<file path="src/rtl/bcd_scan_ctrl.sv">
// Four-digit scan controller sharing one external 6-bit binary-to-BCD converter between val_hi and val_lo.
// Optional macro LEADING_ZERO_BLANK_EN blanks the anode of a tens slot whose converted tens digit is zero.
module bcd_scan_ctrl #(
    parameter int REFRESH_DIV = 100000
) (
    input  logic       clk,
    input  logic       reset,
    input  logic       en,
    input  logic [5:0] val_hi,
    input  logic [5:0] val_lo,
    output logic [5:0] conv_B,
    input  logic [3:0] conv_tens,
    input  logic [3:0] conv_ones,
    output logic [3:0] digit,
    output logic [3:0] an,
    output logic       dp,
    output logic       frame_start
);

    localparam int CW = (REFRESH_DIV > 2) ? $clog2(REFRESH_DIV) : 1;
    localparam logic [CW-1:0] CNT_MAX = CW'(REFRESH_DIV - 1);
    localparam logic [CW-1:0] CNT_ONE = CW'(1);

    logic [CW-1:0] r_cnt;
    logic [1:0]    r_idx;
    logic [5:0]    r_snap_hi;
    logic [5:0]    r_snap_lo;
    logic          r_primed;
    logic [3:0]    r_digit;
    logic [3:0]    r_an;
    logic          r_dp;
    logic          r_frame_start;

    logic          w_tick;
    logic          w_load;
    logic [3:0]    w_an_next;

    // Slot tick, snapshot request and next anode pattern for the current slot.
    always_comb begin
        w_tick    = en && (r_cnt == CNT_MAX);
        w_load    = en && (!r_primed || (w_tick && (r_idx == 2'd3)));
        w_an_next = ~(4'b0001 << r_idx);
`ifdef LEADING_ZERO_BLANK_EN
        if (r_idx[0] && (conv_tens == 4'd0)) begin
            w_an_next = 4'b1111;
        end else begin
            w_an_next = ~(4'b0001 << r_idx);
        end
`endif
    end

    // Slot counter and scan index; both freeze while the display is disabled.
    always_ff @(posedge clk) begin
        if (reset) begin
            r_cnt <= '0;
            r_idx <= 2'd0;
        end else if (en) begin
            if (w_tick) begin
                r_cnt <= '0;
                r_idx <= r_idx + 2'd1;
            end else begin
                r_cnt <= r_cnt + CNT_ONE;
                r_idx <= r_idx;
            end
        end else begin
            r_cnt <= r_cnt;
            r_idx <= r_idx;
        end
    end

    // Frame snapshot: taken once on first enable, then only at the frame wrap, so a frame never tears.
    always_ff @(posedge clk) begin
        if (reset) begin
            r_snap_hi     <= 6'd0;
            r_snap_lo     <= 6'd0;
            r_primed      <= 1'b0;
            r_frame_start <= 1'b0;
        end else begin
            if (w_load) begin
                r_snap_hi <= val_hi;
                r_snap_lo <= val_lo;
                r_primed  <= 1'b1;
            end else begin
                r_snap_hi <= r_snap_hi;
                r_snap_lo <= r_snap_lo;
                r_primed  <= r_primed;
            end
            r_frame_start <= w_load;
        end
    end

    // Display output register, one cycle behind the scan index.
    always_ff @(posedge clk) begin
        if (reset) begin
            r_digit <= 4'd0;
            r_an    <= 4'b1111;
            r_dp    <= 1'b1;
        end else if (en) begin
            r_digit <= r_idx[0] ? conv_tens : conv_ones;
            r_an    <= w_an_next;
            r_dp    <= (r_idx == 2'd2) ? 1'b0 : 1'b1;
        end else begin
            r_digit <= r_digit;
            r_an    <= 4'b1111;
            r_dp    <= 1'b1;
        end
    end

    assign conv_B      = r_idx[1] ? r_snap_hi : r_snap_lo;
    assign digit       = r_digit;
    assign an          = r_an;
    assign dp          = r_dp;
    assign frame_start = r_frame_start;

endmodule

</file>
<file path="config.mk">
export PLATFORM = sky130hd
export DESIGN_NAME = bcd_scan_ctrl
export DESIGN_NICKNAME = d
export VERILOG_FILES = /design/src/rtl/bcd_scan_ctrl.sv
export SDC_FILE = /design/constraint.sdc
export NUM_CORES = 1
export LEC_CHECK = 0
export ABC_AREA = 1
export CAP_MARGIN = 20
export CORE_ASPECT_RATIO = 0.7
export CORE_UTILIZATION = 40
export DETAILED_ROUTE_END_ITERATION = 7
export PLACE_DENSITY = 0.67
export SYNTH_ARGS = -nofsm -noshare
export SYNTH_HDL_FRONTEND = slang
export SYNTH_SLANG_ARGS = --single-unit
export TNS_END_PERCENT = 30
</file>
<file path="constraint.sdc">
create_clock -name clk -period 1.95 [get_ports clk]
set_clock_uncertainty 0.05 [all_clocks]
set_input_delay 0.2925 -clock clk [delete_from_list [all_inputs] [get_ports clk]]
set_output_delay 0.2925 -clock clk [all_outputs]
set_load 0.01 [all_outputs]
</file>
==> flow_summary.toml <==
[global_routing]
grt_pass1_wl_um = 6980
busiest_layer = "met1"
groute.layer.met3.usage_pct = 3.73
grt.met2_usage_pct = 25.5
antenna_found_initial = 0
grt_max_degree = 30
grt_use_total_pct = 18.0
overflow = 0
grt_pass1_vias = 1486
use_met1_pct = 26.5

[yosys]
syn_inst = 271
syn_area_mm2 = 0.00194
syn_avg_cell_area_um2 = 7.16
synth_seq_cells = 41
synth_warnings = 0
ys_seq_area_share_pct = 42.3
syn_nets = 299
yosysUniqueCellTypes = 29

[clock_network]
path_clk_slew_ps = 80
cts_tree = "done"
insertion_delay_ps = 300
cts_sinks = 41
holdBufCountCts = 0
cts-root-buf = "clkbuf_8"
numCtsBuffers = 5
htree_levels = 2
cts_max_path_buffers = 2

[setup_path]
worstPathBufferInverterCount = 2
cp_cell_sequence = "buf_4, nand2_1, nand2_1, clkdlybuf4s50_1"
rrSetupSlack_ps = 320
cp_max_fo = 8
critPathKind = "flip-flop to output pin"
critPathSlowestCell = "clkdlybuf4s50_1"
crit_path_end_kind = "output pin"
cp_top_family = "buffers and inverters"
crit_top_cell = "nand2_1"
cp-start-kind = "flip-flop"
cp_data_arrival_time_ps = 1480
cp_slowest_stage_delay_ps = 530
critPathRequiredTime_ps = 1610

[floorplanning]
fp.dieH_um = 60.3
die_area_mm2 = 0.00514
num_rows = 20
core_area_mm2 = 0.00450
initial_utilization_pct = 43.1
ioPinCount = 39
die_w_um = 85.3

[timing]
worst_slew_pin_slew_ps = 283
setup_viol = 0
finalHoldViolCount = 0
grt_setup_unrepaired = "false"
setup_slack_ps = 124
final.min_clock_period_ps = 1830
fin_setup_tns_ps = 0
drv_slew = 0
finalCritPeriodShare_pct = 93.6
max-slew-margin-rel_pct = 81.2
fmax_mhz = 548

[power_and_ir_drop]
ir_drop_mv = 0.321
power_leakage_uw = 0.00111
power.density_mw_per_mm2 = 713

[layout]
area_growth_pct = 30.9
diodes = 0
drive_above_1_share_pct = 10.1
nNetsFinal = 344

[detailed_routing]
final_antenna_net_count = 0
first_pass_iters = 4
wl_per_cell_um = 11.4
via_per_inst = 4.84
drc_errors = 0
finalWirelength_um = 4240
dr.first_iter.drc_count = 85
vias = 1801

[placement]
gp_congestion = 0.806
dp_hpwl_um = 3080
io_buffers = 38
post-place-ws_ps = 84.3

[run]
drv_cap = 0

[status]
status = "completed"

[worst_hold_path]
worstHoldPathType = "flip-flop to flip-flop"
## cells in the mapped netlist
master / instances / area [um2]
nand2_2: 3 / 18.8
nand3_4: 1 / 17.5
nor3_1: 8 / 40.0
dfxtp_1: 41 / 821
ha_1: 5 / 62.6
buf_2: 1 / 5.00
nand2_1: 57 / 214
o21a_1: 2 / 15.0
o31ai_1: 1 / 7.51
buf_1: 1 / 3.75
a211oi_1: 1 / 7.51
nor2_4: 2 / 22.5
clkbuf_1: 5 / 18.8
o21ai_0: 10 / 50.1
nand3_1: 20 / 100
o21ai_1: 1 / 5.00
a21oi_1: 28 / 140
inv_1: 30 / 113
clkinv_1: 1 / 3.75
xor2_1: 4 / 35.0
nor2_2: 1 / 6.26
buf_4: 3 / 22.5
nand3_2: 1 / 10.0
inv_2: 1 / 3.75
nor2_1: 38 / 143
inv_4: 1 / 6.26
nor2_8: 1 / 20.0
buf_6: 2 / 22.5
nand4_1: 1 / 6.26
## cells by family after synthesis
kind of cell,synth area share [%]
xor+xnor,1.81
simple gates,30.8
buf+inv,10.3
flops,42.3
fa+ha+maj,3.22
compound gates,11.6
## through the flow
step	cells	area (um2)	utilization, %	hold slack, ps	total power (uW)
after floorplan	271	1940	-	389	1010
after global placement	363	2410	53.6	409	1120
after detailed placement	363	2410	53.6	421	1120
after CTS	371	2530	56.1	441	1840
after global routing	372	2540	56.4	472	1890
final	372	2540	56.4	437	1810
## state kept, by name (all words and copies together) (netlist names)
signal,cells
an,3
r_idx,2
r_cnt,17
r_snap_hi,6
r_snap_lo,6
r_primed,1
frame_start,1
dp,1
digit,4
## layout make-up
cell class,instances,area (um2)
clock buffer,7,86.3
clock inverter,1,30.0
fill,424,1960
inverter,33,130
multi-input combinational,185,921
sequential,41,822
tap,55,68.8
timing repair buffer,50,483
## metal layers
layer / wire [um] / vias up / share of wire [%]
li1: - / 947 / -
met1: 2260 / 806 / 53
met2: 1710 / 41 / 40
met3: 189 / 7 / 4.5
met4: 82 / 0 / 1.9
met5: 0 / - / 0
## worst min-delay path, cell delays in order (launching register included)
cell,delay (ps)
dfxtp_1,330
a21oi_1,40
nor2_1,80
## placed cells by master, fill, tap and decap left out, drive strengths merged, types with 2 or more instances in the layout
cell           instances
clkdlybuf4s50         38
nor2                  42
a21oi                 28
buf                   12
clkbuf                 7
o21a                   2
ha                     5
dfxtp                 41
xor2                   4
inv                   32
nand2                 60
nand3                 22
o21ai                 11
nor3                   8
## what timing repair did
item	in CTS	in global routing
endpoints found under the hold margin	0	0
resized for setup	0	2
setup endpoints to repair	0	6
buffers inserted	0	1
## where the power goes
part           internal [uW]  switching, uW  total, uW  leakage (uW)
Sequential               869           17.6        887      0.000336
Combinational            116           96.6        213      0.000718
Clock                    417            296        713     0.0000585
Total                   1400            410       1810       0.00111
## final timing paths
check,cells after the start,from,endpoint
max,4,r_idx[1]$_SDFFE_PP0P_,conv_B[2]
min,2,r_snap_lo[5]$_SDFFE_PP0P_,r_snap_lo[5]$_SDFFE_PP0P_
max reg2reg,11,r_cnt[0]$_SDFFE_PP0P_,r_cnt[16]$_SDFFE_PP0P_
min reg2reg,2,r_snap_lo[5]$_SDFFE_PP0P_,r_snap_lo[5]$_SDFFE_PP0P_
No activity file was read; power rests on OpenSTA's default activity.
